File: src/rtl/bytebeat_pkg.sv
`default_nettype none
// ============================================================================
// bytebeat_pkg
// Shared widths, voice encoding, one-hot select constants and FSM states.
// Revision: 1.0
// ============================================================================
package bytebeat_pkg;

    localparam int T_WIDTH   = 19;
    localparam int S_WIDTH   = 8;
    localparam int CAP_WIDTH = 4;

    typedef enum logic [1:0] {
        VOICE_A    = 2'd0,
        VOICE_B    = 2'd1,
        VOICE_C    = 2'd2,
        VOICE_MUTE = 2'd3
    } voice_e;

    localparam logic [2:0] SEL_A    = 3'b001;
    localparam logic [2:0] SEL_B    = 3'b010;
    localparam logic [2:0] SEL_C    = 3'b100;
    localparam logic [2:0] SEL_NONE = 3'b000;

    typedef enum logic [0:0] {
        ST_IDLE = 1'b0,
        ST_RUN  = 1'b1
    } state_e;

    // Mute maps to no select line, so the mux returns zero.
    function automatic logic [2:0] voice_decode(input logic [1:0] req);
        logic [2:0] sel;
        case (voice_e'(req))
            VOICE_A: sel = SEL_A;
            VOICE_B: sel = SEL_B;
            VOICE_C: sel = SEL_C;
            default: sel = SEL_NONE;
        endcase
        return sel;
    endfunction

endpackage
`default_nettype wire

File: src/rtl/bytebeat_sequencer_if.sv
`default_nettype none
// ============================================================================
// bytebeat_sequencer_if
// Control, time-index and sample bus between sequencer and its surroundings.
// Revision: 1.0
// ============================================================================
interface bytebeat_sequencer_if #(
    parameter int T_WIDTH   = bytebeat_pkg::T_WIDTH,
    parameter int S_WIDTH   = bytebeat_pkg::S_WIDTH,
    parameter int DIV_WIDTH = 16
);
    logic                 enable;
    logic [DIV_WIDTH-1:0] div;
    logic [1:0]           voice_req;
    logic [S_WIDTH-1:0]   sample_in;
    logic [T_WIDTH-1:0]   t;
    logic [2:0]           sel;
    logic [S_WIDTH-1:0]   sample;
    logic                 sample_valid;
    logic                 t_wrap;

    modport master (
        input  enable, div, voice_req, sample_in,
        output t, sel, sample, sample_valid, t_wrap
    );

    modport slave (
        output enable, div, voice_req, sample_in,
        input  t, sel, sample, sample_valid, t_wrap
    );
endinterface
`default_nettype wire

File: src/rtl/bytebeat_prescaler.sv
`default_nettype none
// ============================================================================
// bytebeat_prescaler
// Loadable down-counter; tick when it reaches zero while running.
// Revision: 1.0
// ============================================================================
module bytebeat_prescaler #(
    parameter int DIV_WIDTH = 16
) (
    input  logic                 clk,
    input  logic                 rst,
    input  logic                 i_load,
    input  logic                 i_run,
    input  logic [DIV_WIDTH-1:0] i_div,
    output logic                 o_tick
);
    logic [DIV_WIDTH-1:0] count_q, count_d;

    assign o_tick = i_run && (count_q == '0);

    // Anything other than load/run parks the counter at zero.
    always_comb begin
        count_d = '0;
        if (i_load) begin
            count_d = i_div;
        end else if (i_run) begin
            count_d = o_tick ? i_div : count_q - 1'b1;
        end
    end

    always_ff @(posedge clk or posedge rst) begin
        if (rst) begin
            count_q <= '0;
        end else begin
            count_q <= count_d;
        end
    end
endmodule
`default_nettype wire

File: src/rtl/bytebeat_sequencer.sv
`default_nettype none
// ============================================================================
// bytebeat_sequencer
// Time-index generator, voice select driver and delayed sample capture.
// Revision: 1.0
// ============================================================================
module bytebeat_sequencer #(
    parameter int T_WIDTH       = bytebeat_pkg::T_WIDTH,
    parameter int S_WIDTH       = bytebeat_pkg::S_WIDTH,
    parameter int DIV_WIDTH     = 16,
    parameter int CAPTURE_DELAY = 1
) (
    input  logic                  clk,
    input  logic                  rst,
    bytebeat_sequencer_if.master  bus
);
    import bytebeat_pkg::*;

    localparam logic [CAP_WIDTH-1:0] C_CAP_LOAD = CAP_WIDTH'(CAPTURE_DELAY);

    state_e                 state_q, state_d;
    logic [T_WIDTH-1:0]     t_q, t_d;
    logic [2:0]             sel_q, sel_d;
    logic [S_WIDTH-1:0]     sample_q, sample_d;
    logic                   sample_valid_q, sample_valid_d;
    logic                   t_wrap_q, t_wrap_d;
    logic [CAP_WIDTH-1:0]   cap_q, cap_d;
    logic                   w_load, w_run, w_tick;

    assign w_load = (state_q == ST_IDLE) && bus.enable;
    assign w_run  = (state_q == ST_RUN) && bus.enable;

    bytebeat_prescaler #(
        .DIV_WIDTH (DIV_WIDTH)
    ) u_prescaler (
        .clk    (clk),
        .rst    (rst),
        .i_load (w_load),
        .i_run  (w_run),
        .i_div  (bus.div),
        .o_tick (w_tick)
    );

    // cap_q == 0 means no capture pending; the sample is taken when it hits 1.
    always_comb begin
        state_d        = state_q;
        t_d            = t_q;
        sel_d          = sel_q;
        sample_d       = sample_q;
        cap_d          = cap_q;
        sample_valid_d = 1'b0;
        t_wrap_d       = 1'b0;
        case (state_q)
            ST_IDLE: begin
                if (bus.enable) begin
                    state_d = ST_RUN;
                end
            end
            ST_RUN: begin
                if (!bus.enable) begin
                    state_d = ST_IDLE;
                    cap_d   = '0;
                end else begin
                    if (cap_q == CAP_WIDTH'(1)) begin
                        sample_d       = bus.sample_in;
                        sample_valid_d = 1'b1;
                    end
                    if (cap_q != '0) begin
                        cap_d = cap_q - 1'b1;
                    end
                    // A tick restarts any pending capture after letting a due one fire.
                    if (w_tick) begin
                        t_d      = t_q + 1'b1;
                        t_wrap_d = &t_q;
                        sel_d    = voice_decode(bus.voice_req);
                        cap_d    = C_CAP_LOAD;
                    end
                end
            end
            default: state_d = ST_IDLE;
        endcase
    end

    always_ff @(posedge clk or posedge rst) begin
        if (rst) begin
            state_q        <= ST_IDLE;
            t_q            <= '0;
            sel_q          <= SEL_A;
            sample_q       <= '0;
            sample_valid_q <= 1'b0;
            t_wrap_q       <= 1'b0;
            cap_q          <= '0;
        end else begin
            state_q        <= state_d;
            t_q            <= t_d;
            sel_q          <= sel_d;
            sample_q       <= sample_d;
            sample_valid_q <= sample_valid_d;
            t_wrap_q       <= t_wrap_d;
            cap_q          <= cap_d;
        end
    end

    assign bus.t            = t_q;
    assign bus.sel          = sel_q;
    assign bus.sample       = sample_q;
    assign bus.sample_valid = sample_valid_q;
    assign bus.t_wrap       = t_wrap_q;
endmodule
`default_nettype wire
File: src/flat_wrapper.sv
// flat-port wrapper written by rule: the top's interface ports become plain ports
module bytebeat_sequencer_flat import bytebeat_pkg::*;
#(
    parameter int T_WIDTH       = bytebeat_pkg::T_WIDTH,
    parameter int S_WIDTH       = bytebeat_pkg::S_WIDTH,
    parameter int DIV_WIDTH     = 16,
    parameter int CAPTURE_DELAY = 1
)
  (clk, rst, bus_enable, bus_div, bus_voice_req, bus_sample_in, bus_t, bus_sel, bus_sample, bus_sample_valid, bus_t_wrap);
  bytebeat_sequencer_if #(.T_WIDTH(T_WIDTH), .S_WIDTH(S_WIDTH), .DIV_WIDTH(DIV_WIDTH)) bus_i ();
  input  logic clk;
  input  logic rst;
  input wire logic [$bits(bus_i.enable)-1:0] bus_enable;
  input wire logic [$bits(bus_i.div)-1:0] bus_div;
  input wire logic [$bits(bus_i.voice_req)-1:0] bus_voice_req;
  input wire logic [$bits(bus_i.sample_in)-1:0] bus_sample_in;
  output wire logic [$bits(bus_i.t)-1:0] bus_t;
  output wire logic [$bits(bus_i.sel)-1:0] bus_sel;
  output wire logic [$bits(bus_i.sample)-1:0] bus_sample;
  output wire logic [$bits(bus_i.sample_valid)-1:0] bus_sample_valid;
  output wire logic [$bits(bus_i.t_wrap)-1:0] bus_t_wrap;
  assign bus_i.enable = bus_enable;
  assign bus_i.div = bus_div;
  assign bus_i.voice_req = bus_voice_req;
  assign bus_i.sample_in = bus_sample_in;
  assign bus_t = bus_i.t;
  assign bus_sel = bus_i.sel;
  assign bus_sample = bus_i.sample;
  assign bus_sample_valid = bus_i.sample_valid;
  assign bus_t_wrap = bus_i.t_wrap;
  bytebeat_sequencer #(.T_WIDTH(T_WIDTH), .S_WIDTH(S_WIDTH), .DIV_WIDTH(DIV_WIDTH), .CAPTURE_DELAY(CAPTURE_DELAY)) u_core (.clk(clk), .rst(rst), .bus(bus_i));
endmodule
File: config.mk
export PLATFORM = sky130hd
export DESIGN_NAME = bytebeat_sequencer_flat
export DESIGN_NICKNAME = d
export VERILOG_FILES = /design/src/rtl/bytebeat_pkg.sv /design/src/rtl/bytebeat_sequencer_if.sv /design/src/rtl/bytebeat_prescaler.sv /design/src/rtl/bytebeat_sequencer.sv /design/src/flat_wrapper.sv
export SDC_FILE = /design/constraint.sdc
export NUM_CORES = 1
export LEC_CHECK = 0
export BUFFER_PORTS_ARGS = -buffer_cell sky130_fd_sc_hd__buf_4
export CORE_MARGIN = 2
export CORE_UTILIZATION = 50
export CTS_BUF_LIST = sky130_fd_sc_hd__clkbuf_2
export CTS_CLUSTER_DIAMETER = 150
export DETAILED_ROUTE_END_ITERATION = 16
export PLACE_DENSITY = 0.71
export SYNTH_ARGS = -nofsm -noshare
export SYNTH_HDL_FRONTEND = slang
export SYNTH_SLANG_ARGS = --single-unit
File: constraint.sdc
create_clock -name clk -period 4.2 [get_ports clk]
set_input_delay 0.21 -clock clk [delete_from_list [all_inputs] [get_ports clk]]
set_output_delay 0.21 -clock clk [all_outputs]
set_load 0.05 [all_outputs]
### Word-level counts from Yosys, hierarchy flattened

Index checks and enable logic that the tools add are counted.

| word-level totals | value |
|---|---|
| register bits | 53 |
| input port bits | 29 |
| output and inout port bits | 32 |
| word-level logic and storage cells | 40 |

| operators by class | value |
|---|---|
| add/subtract/negate cells | 3 |
| eq/ne operators | 4 |
| muxes and demuxes | 14 |
| bitwise gates (word level) | 1 |
| reduce and logical (&&, ||, !) cells | 10 |

Operators with widths:

| kind | number |
|---|---|
| two-way mux 16 bit | 3 |
| adder 19 x 1 -> 19 bit (second input constant) | 1 |
| AND reduction 19 bit | 1 |
| logical NOT 16 bit | 1 |
| subtractor 16 x 1 -> 16 bit (second input constant) | 1 |
| two-way mux 4 bit | 3 |
| one-hot mux 3 bit (3 select lines) | 1 |
| two-way mux 1 bit | 7 |
| AND reduction 3 bit | 2 |
| equality test 4 x 1 -> 1 bit (second input constant) | 1 |
| nonzero test 4 bit | 1 |
| subtractor 4 x 1 -> 4 bit (second input constant) | 1 |
| logical AND 1 bit | 3 |
| inequality test 3 x 1 -> 1 bit (second input constant) | 1 |
| equality test 2 x 1 -> 1 bit (second input constant) | 1 |
| equality test 2 bit (second input constant) | 1 |
| logical NOT 2 bit | 1 |
| AND reduction 2 bit | 1 |
| inverter 1 bit | 1 |

### Logic depth before layout (Yosys ltp)

Gate-level depths: netlist of run 1.

| logic depth | value |
|---|---|
| depth in word-level cells | 5 |
| depth in mapped cells | 7 |
| gate-level depth less buffers | 6 |

### Hierarchy

Synthesis of run 1 repeated with hierarchy kept, for this count alone.

| second synthesis, totals | value |
|---|---|
| cell total of the unflattened synthesis | 248 |
| area, all modules | 2680.1 µm² |

By module, submodules not included:

| module | times used | cells each | area each (µm²) | seq. area each (µm²) |
|---|---|---|---|---|
| bytebeat_sequencer | 1 | 143 | 1622.8 | 927.1 |
| bytebeat_prescaler | 1 | 105 | 1057.3 | 400.4 |

### Worst setup path after synthesis of run 1

OpenSTA, ideal clock, no wires.

| timing | value |
|---|---|
| kind | register to register |
| start point | register u_core.t_q[0] (netlist: u_core.bus.t[0]) |
| end point | register u_core.t_q[18] (netlist: u_core.bus.t[18]) |
| library setup time | 0.141 ns |
| arrival | 1.795 ns |
| data required time | 4.059 ns |
| setup slack | 2.264 ns |
| stages on the path, launching flop included | 6 |
| buffers on the path | 0 |
| period minus slack after synthesis | 1.936 ns |
| path through | dfrtp_1 ha_1 nand4_1 nor4_1 nand4_1 xnor2_1 |

| on the way | value |
|---|---|
| cells in the longest elaborated chain, start to end | 1 |

Ends and longest elaborated chain:

| what | RTL line | text |
|---|---|---|
| from (decl) | bytebeat_sequencer.sv:22 | `logic [T_WIDTH-1:0] t_q, t_d;` |
| from (signal assigned) | bytebeat_sequencer.sv:95 | `t_q <= t_d;` |
| adder 19 x 1 -> 19 bit | bytebeat_sequencer.sv:73 | `t_d = t_q + 1'b1;` |

Every way passes these cells.
A chain may end at the register's enable or synchronous reset.

### Final worst setup path of run 1

| timing | value |
|---|---|
| start point | register u_core.u_prescaler.count_q[7] |
| end point | register u_core.sel_q[0] (netlist: u_core.bus.sel[0]) |

| on the way | value |
|---|---|
| cells in the longest elaborated chain, start to end | 3 |

Ends and longest elaborated chain:

| what | RTL line | text |
|---|---|---|
| from (decl) | bytebeat_prescaler.sv:17 | `logic [DIV_WIDTH-1:0] count_q, count_d;` |
| from (signal assigned) | bytebeat_prescaler.sv:35 | `count_q <= count_d;` |
| logical NOT 16 bit | bytebeat_prescaler.sv:19 | `assign o_tick = i_run && (count_q == '0);` |
| logical AND 1 bit | bytebeat_prescaler.sv:19 |  |
| AND reduction 3 bit (no source line) | -- |  |
| to (signal assigned) | bytebeat_sequencer.sv:96 | `sel_q <= sel_d;` |
| to (decl) | bytebeat_sequencer.sv:23 | `logic [2:0] sel_q, sel_d;` |

Every way passes these cells.

==> results of run 1 <==
## logic make-up (layout without fill, tap and decap cells)
group | count (synthesis) | in the layout | synth area share, %
and+or+nand+nor | 82 | 82 | 19.2
DFF | 53 | 53 | 48.0
AOI/OAI and AO/OA | 49 | 49 | 13.1
xor gates and xnor gates | 30 | 30 | 9.49
buffers and inverters | 24 | 95 | 4.29
muxes | 9 | 9 | 3.66
adders and majority gates | 5 | 5 | 2.26
## worst paths after layout
kind	start	slack (ns)	cells after the start	endpoint
max reg2reg	u_core.u_prescaler.count_q[7]	1.43	5	u_core.bus.sel[0]
min in group clk	bus_div[0]	0.04	3	u_core.u_prescaler.count_q[0]
max in group asynchronous	rst	3.52	2	u_core.u_prescaler.count_q[9]
max	u_core.u_prescaler.count_q[7]	1.43	5	u_core.bus.sel[0]
min	rst	0.007	2	u_core.bus.sel[2]
min reg2reg	u_core.bus.t[17]	0.51	1	u_core.bus.t[17]
## per-stage QoR
stage | std cells | hold WS (ns) | utilization (%)
after floorplan | 252 | 0.241 | -
after global placement | 372 | 0.372 | 59.5
after detailed placement | 372 | 0.377 | 59.5
after CTS | 395 | 0.0144 | 63.1
after global routing | 395 | 0.0214 | 63.1
final | 395 | 0.00702 | 63.1
## metal layers
| layer | GRT usage, % | up-vias | part of all wire [%] |
|---|---|---|---|
| met5 | 0 | - | 0 |
| met4 | 6.67 | 0 | 0.46 |
| met3 | 4.60 | 2 | 4.6 |
| met2 | 33.4 | 58 | 47 |
| met1 | 27.8 | 1066 | 48 |
| li1 | - | 1067 | - |
## flip-flops by register name, summed over array words and instances, names as in the netlist
register                    cells
u_core.state_q                  1
u_core.cap_q                    4
u_core.bus.sample_valid         1
u_core.bus.sample               8
u_core.u_prescaler.count_q     16
u_core.bus.t_wrap               1
u_core.bus.t                   19
u_core.bus.sel                  3
## power by group through the flow
| stage | sequential (mW) | clock, mW | combinational (mW) |
|---|---|---|---|
| 2_1_floorplan | 0.809 | 0 | 0.220 |
| 3_3_place_gp | 0.661 | 0 | 0.505 |
| 3_5_place_dp | 0.663 | 0 | 0.513 |
| 4_1_cts | 0.655 | 0.215 | 0.525 |
| 5_1_grt | 0.667 | 0.232 | 0.559 |
| 6_report | 0.655 | 0.205 | 0.522 |
## cell type report
cell class / count / area (sq um) / area share, %
sequential: 53 / 1330 / 38.7
multi-input combinational: 175 / 1320 / 38.5
clock buffer: 6 / 30.0 / 0.875
timing repair buffer: 76 / 608 / 17.7
inverter: 11 / 41.3 / 1.20
clock inverter: 2 / 15.0 / 0.437
tap: 72 / 90.1 / 2.62
## cell usage in the layout (no fill, tap or decap), types with 3 or more instances in the layout
cell | netlist | final
a211oi_1 | 5 | 5
a211oi_2 | 7 | 7
a21oi_1 | 16 | 16
and3_1 | 3 | 3
and4_1 | 3 | 3
buf_4 | 1 | 61
clkbuf_2 | 0 | 6
dfrtp_1 | 52 | 52
dlygate4sd3_1 | 0 | 15
ha_1 | 5 | 5
inv_1 | 11 | 10
mux2_2 | 9 | 9
nand2_1 | 7 | 7
nand2b_1 | 3 | 3
nand3_1 | 14 | 14
nand4_1 | 14 | 14
nand4b_1 | 3 | 3
nor2_1 | 11 | 11
nor3_1 | 6 | 6
nor4_1 | 3 | 3
nor4_2 | 3 | 3
o21ai_0 | 6 | 6
o31ai_1 | 4 | 4
xnor2_1 | 18 | 18
xor2_1 | 12 | 12
==> out/metrics.yaml, run 1 <==
yosys:
  synthTopCellsByCount: "dfrtp_1 (52), xnor2_1 (18), a21oi_1 (16), nand3_1 (14), nand4_1 (14)"
  synth_area_leaders: "dfrtp_1 (47%), xnor2_1 (5.7%), xor2_1 (3.8%), mux2_2 (3.7%), a211oi_2 (3.2%)"
  yosys_register_bits: 53
  syn_nets: 286
  synthArstFlopShare_pct: 100
  synth_edf_count: 0
  synth_area_per_cell_sq_um: 11.0
  syn_inst: 252
  synth_ff_type: "dfrtp_1"
  yosys.area.top_type_share_pct: 47.0
  yosysMostFrequentCell: "dfrtp_1"
  syn_area_sq_mm: 0.00277
  synth_area_leader_cell: "dfrtp_1"
  yosys_warnings: 0
  synth.distinct_cells: 47
  synth_seq_area_share_pct: 48.0
clock_tree:
  cts_sinks: 53
  ctsHtreeMaxLevel: 2
  clock-root-buffer: "clkbuf_2"
  cts_resized: 0
  post_cts_buffers: 0
  worst_skew_pair.late_latency_ns: 0.44
  tritoncts.num_buffers: 5
  cts_tree: "built"
  cts.reportedPaths.clkPinSlew_ns: 0.27
  cts.path.max_buffers: 2
  cts_hold_buf: 15
timing:
  rsz0062_at_grt: "false"
  fin_tns_setup_ns: 0
  final.setup.worst_slack_ns: 1.43
  slew_violations: 0
  relSlewSlack_pct: 24.8
  setup_viol: 0
  min_period_ns: 2.77
  tightest_slew_ns: 1.12
  fmax_mhz: 361
  hold_violations: 0
  finalCritPeriodShare_pct: 66.0
  finClkSkew_ns: 0.0186
setup_path:
  crit_slowest_cell: "nand4_2"
  worstSetupPathType: "reg2reg"
  cp_top_family: "simple AND/OR/NAND/NOR gates"
  path_max_fanout: 24
  cpPeakStageDelay_ns: 0.65
  required_ns: 4.61
  startpoint_type: "flop"
  crit_arrival_ns: 3.19
  crit_buf_inv: 1
  critPathCaptureType: "flop"
  path_cells: "nor4_4 > nand4_2 > o21ai_0 > o31ai_1 > dlygate4sd3_1"
detailed_routing:
  wl_per_cell_um: 14.9
  antenna_left: 0
  drtPass1Iterations: 4
  drc: 0
  drt_iter0_markers: 137
  vias: 2193
  via_per_inst: 5.55
  routed_wl_um: 5900
status:
  status: "finished, final reports clean"
finish:
  nets: 356
  area_delta_synth_final_pct: 24.1
  fill_cells: 455
  finalInstanceArea_sq_mm: 0.00343
  n_antenna_cell: 0
  drive_above_1_share_pct: 30.7
global_routing:
  grt_pass1_wl_um: 10100
  grt_max_degree: 54
  grt_pass1_vias: 2217
  grt_usage_pct: 20.6
  antenna_found_initial: 0
  overflow: 0
worst_hold_path:
  hp-class: "in2async"
power:
  p_sw_share_pct: 39.9
  ir_worst_vdd_mv: 0.384
  total_leakage_power_nw: 1.55
  p_int_mw: 0.831
  power_density_mw_per_mm2: 403
  seqPwrFrac_pct: 47.4
  switchingPower_mw: 0.552
  power_mw: 1.38
  pwr-share-clk_pct: 14.8
  pwr-share-comb_pct: 37.8
floorplan:
  die_h_um: 78.4
  ios: 61
  die_area_sq_mm: 0.00615
  fp.coreArea_sq_mm: 0.00544
  fp-row-count: 27
  start_util_pct: 50.9
  die_w_um: 78.4
place:
  port_buffers: 60
  place_hpwl_um: 4020
  dp_slack_ns: 1.74
  place.gp.congestion: 0.909
  place_area_sq_mm: 0.00324
job:
  maxCapViolCount: 0
Note: power is estimated with default switching activity, not from simulation.
==> run 2: changes to the inputs <==
--- a/config.mk
+++ b/config.mk
@@ -5,6 +5,7 @@
 export SDC_FILE = /design/constraint.sdc
 export NUM_CORES = 1
 export LEC_CHECK = 0
+export ABC_AREA = 1
 export BUFFER_PORTS_ARGS = -buffer_cell sky130_fd_sc_hd__buf_4
 export CORE_MARGIN = 2
 export CORE_UTILIZATION = 50
==> constraint.sdc (replaced) <==
create_clock -name clk -period 2.8 [get_ports clk]
set_input_delay 0.14 -clock clk [delete_from_list [all_inputs] [get_ports clk]]
set_output_delay 0.14 -clock clk [all_outputs]
set_load 0.05 [all_outputs]
==> out/metrics.yaml, run 2 <==
global_routing:
  antenna_found_initial: 0  # unchanged
  grt_max_degree: 30  # -44%
  grt_pass1_vias: 2758  # +24%
  grt_usage_pct: 23.8  # +3.2 points
  grt_pass1_wl_um: 12400  # +24%
  overflow: 0  # unchanged
finish:
  largest_reg_flops: 19  # unchanged
  drive_above_1_share_pct: 18.3  # -12 points
  area_delta_synth_final_pct: 29.0
  final_common_cell: "nand2_1"
  finalInstanceArea_sq_mm: 0.00396  # +15%
  fill_cells: 535  # +18%
  nets: 540  # +52%
  n_antenna_cell: 0  # unchanged
  mostFrequentLayoutCells: "nand2_1 (162), buf_4 (62), dfrtp_1 (52)"
floorplan:
  die_h_um: 82.3  # +5.0%
  die_area_sq_mm: 0.00678  # +10%
  start_util_pct: 51.8  # +0.93 points
  die_w_um: 82.3  # +5.0%
  ios: 61  # unchanged
  fp-row-count: 28  # +3.7%
  fp.coreArea_sq_mm: 0.00592  # +8.9%
yosys:
  synth.distinct_cells: 30  # -36%
  yosysMostFrequentCell: "nand2_1"
  syn_area_sq_mm: 0.00307  # +11%
  synth_area_per_cell_sq_um: 7.46  # -32%
  syn_nets: 445  # +56%
  synth_ff_type: "dfrtp_1"
  synth_edf_count: 0  # unchanged
  synth_area_leaders: "dfrtp_1 (42%), nand2_1 (20%), nor2_1 (5.9%), inv_1 (5.1%), nand3_1 (3.6%)"
  yosys.area.top_type_share_pct: 42.4  # -4.6 points
  yosys_register_bits: 53  # unchanged
  synth_seq_area_share_pct: 43.3  # -4.7 points
  synth_area_leader_cell: "dfrtp_1"
  synthTopCellsByCount: "nand2_1 (162), dfrtp_1 (52), nor2_1 (48), inv_1 (42), nand3_1 (22)"
  synthArstFlopShare_pct: 100  # unchanged
  syn_inst: 411  # +63%
  yosys_warnings: 0  # unchanged
power:
  ir_worst_vdd_mv: 0.481  # +25%
  total_leakage_power_nw: 2.07  # +34%
  power_density_mw_per_mm2: 657  # +63%
detailed_routing:
  antenna_left: 0  # unchanged
  wl_met1_um: 3430  # +22%
  wl_per_cell_um: 12.8  # -14%
  via_per_inst: 4.88  # -12%
  met3WireLength_um: 382  # +40%
  drc: 0  # unchanged
  drtPass1Iterations: 4  # unchanged
  maxUsedRoutingLayer: "met4"
  vias: 2838  # +29%
  routed_wl_um: 7470  # +27%
  drt_iter0_markers: 175  # +28%
  dr_wl_met2_um: 3600  # +29%
status:
  status: "finished, final reports clean"
clock_tree:
  cts_sinks: 53  # unchanged
  cts_resized: 0  # unchanged
  worst_skew_pair.late_latency_ns: 0.45  # about the same
  cts.reportedPaths.clkPinSlew_ns: 0.28  # about the same
  post_cts_buffers: 0  # unchanged
  cts_tree: "built"
  clock-root-buffer: "clkbuf_2"
  cts_hold_buf: 28  # +13
  tritoncts.num_buffers: 5  # unchanged
  cts.path.max_buffers: 2  # unchanged
  ctsHtreeMaxLevel: 2  # unchanged
timing:
  hold_violations: 0  # unchanged
  min_period_ns: 2.30  # -0.477 ns
  fin_tns_setup_ns: 0  # unchanged
  finClkSkew_ns: 0.0271  # +0.00844 ns
  final.setup.worst_slack_ns: 0.504  # -0.923 ns
  rsz0062_at_grt: "false"
  setup_viol: 0  # unchanged
  relSlewSlack_pct: 59.3  # +35 points
  fmax_mhz: 436  # +21%
  tightest_slew_ns: 0.609  # -0.515 ns
  finalCritPeriodShare_pct: 82.0  # +16 points
  slew_violations: 0  # unchanged
setup_path:
  reg2reg_from: "u_core.u_prescaler.count_q[0]"
  crit_arrival_ns: 2.72  # -0.47 ns
  path_max_fanout: 17  # -29%
  cpPeakStageDelay_ns: 0.59  # -0.06 ns
  cp_top_family: "buffers and inverters"
  worstSetupPathType: "reg2reg"
  reg2reg_setup_slack_ns: 0.50  # -0.92 ns
  critPathCaptureType: "flop"
  crit_buf_inv: 2  # +1
  startpoint_type: "flop"
  critPathLaunch: "u_core.u_prescaler.count_q[0]"
  path_cells: "inv_1 > ha_1 > nand3_1 > nor2_1 > nand3_2 > o31ai_1 > dlygate4sd3_1"
  required_ns: 3.22  # -1.39 ns
  crit_slowest_cell: "dlygate4sd3_1"
place:
  place_area_sq_mm: 0.00360  # +11%
  port_buffers: 60  # unchanged
  place_hpwl_um: 5410  # +34%
  place.gp.congestion: 0.881  # -3.1%
  dp_slack_ns: 0.827  # -0.908 ns
worst_hold_path:
  hp-class: "in2async"
job:
  maxCapViolCount: 0  # unchanged
## run 2: cell count changes in the layout (fill, tap and decap cells not counted), sizes merged, moves of 11 or more
cell / before / now
nand2: 8 / 164
nor2: 11 / 56
a21oi: 16 / 1
nand3: 15 / 26
a211oi: 12 / 0
dlygate4sd3: 15 / 29
inv: 11 / 43
## run 2: per-layer routing
metal	up-vias	GRT usage [%]
met5	-	0
met4	0	5.50
met3	7	4.67
met2	59	41.4
met1	1307	30.7
li1	1465	-
## run 2: report_power, final
group / total [mW] / internal [mW] / switching (mW)
clock: 0.407 / 0.156 / 0.251
sequential: 1.05 / 0.915 / 0.139
combinational: 1.14 / 0.386 / 0.754
total: 2.60 / 1.46 / 1.14
## run 2: cells by family after synthesis
group	count (synthesis)	share of synthesized area, %
buffers and inverters	46	6.24
DFF	53	43.3
adders and majority gates	5	2.04
and+or+nand+nor	263	37.8
xor gates and xnor gates	22	6.77
AOI/OAI and AO/OA	22	3.87
## run 2: worst reg2reg max path, cell delays in order, from the launching register on
cell and delay (ns):
dfrtp_1 0.44, inv_1 0.12, ha_1 0.20, nand3_1 0.08, nor2_1 0.15, nand3_2 0.36
o31ai_1 0.35, dlygate4sd3_1 0.59
## run 2: per-stage QoR
step / hold slack (ns) / power [mW] / util (%) / cells
after detailed placement: 0.262 / 2.17 / 60.8 / 545
after floorplan: 0.171 / 1.85 / - / 411
after CTS: 0.0140 / 2.62 / 66.7 / 581
final: 0.317 / 2.60 / 66.8 / 582
after global placement: 0.261 / 2.15 / 60.8 / 545
after global routing: 0.330 / 2.77 / 66.8 / 582
## run 2: cell type report
| cell class | count | area [sq um] | area share (%) |
|---|---|---|---|
| multi-input cells | 312 | 1550 | 39.2 |
| clock buffers | 6 | 30.0 | 0.759 |
| repair buffers | 91 | 756 | 19.1 |
| well taps | 75 | 93.8 | 2.37 |
| clock inverters | 2 | 38.8 | 0.980 |
| inverters | 43 | 161 | 4.08 |
| flip-flops and latches | 53 | 1330 | 33.6 |
## run 2: final timing paths
| kind | to | depth (start not counted) |
|---|---|---|
| min in group clk | u_core.bus.sel[2] | 3 |
| max in group asynchronous | u_core.bus.sel[0] | 4 |
| worst max register to register | u_core.bus.sel[0] | 7 |
| worst min register to register | u_core.bus.sample[3] | 2 |
| worst max-delay path | u_core.bus.sel[0] | 7 |
| worst min-delay path | u_core.bus.t[16] | 3 |
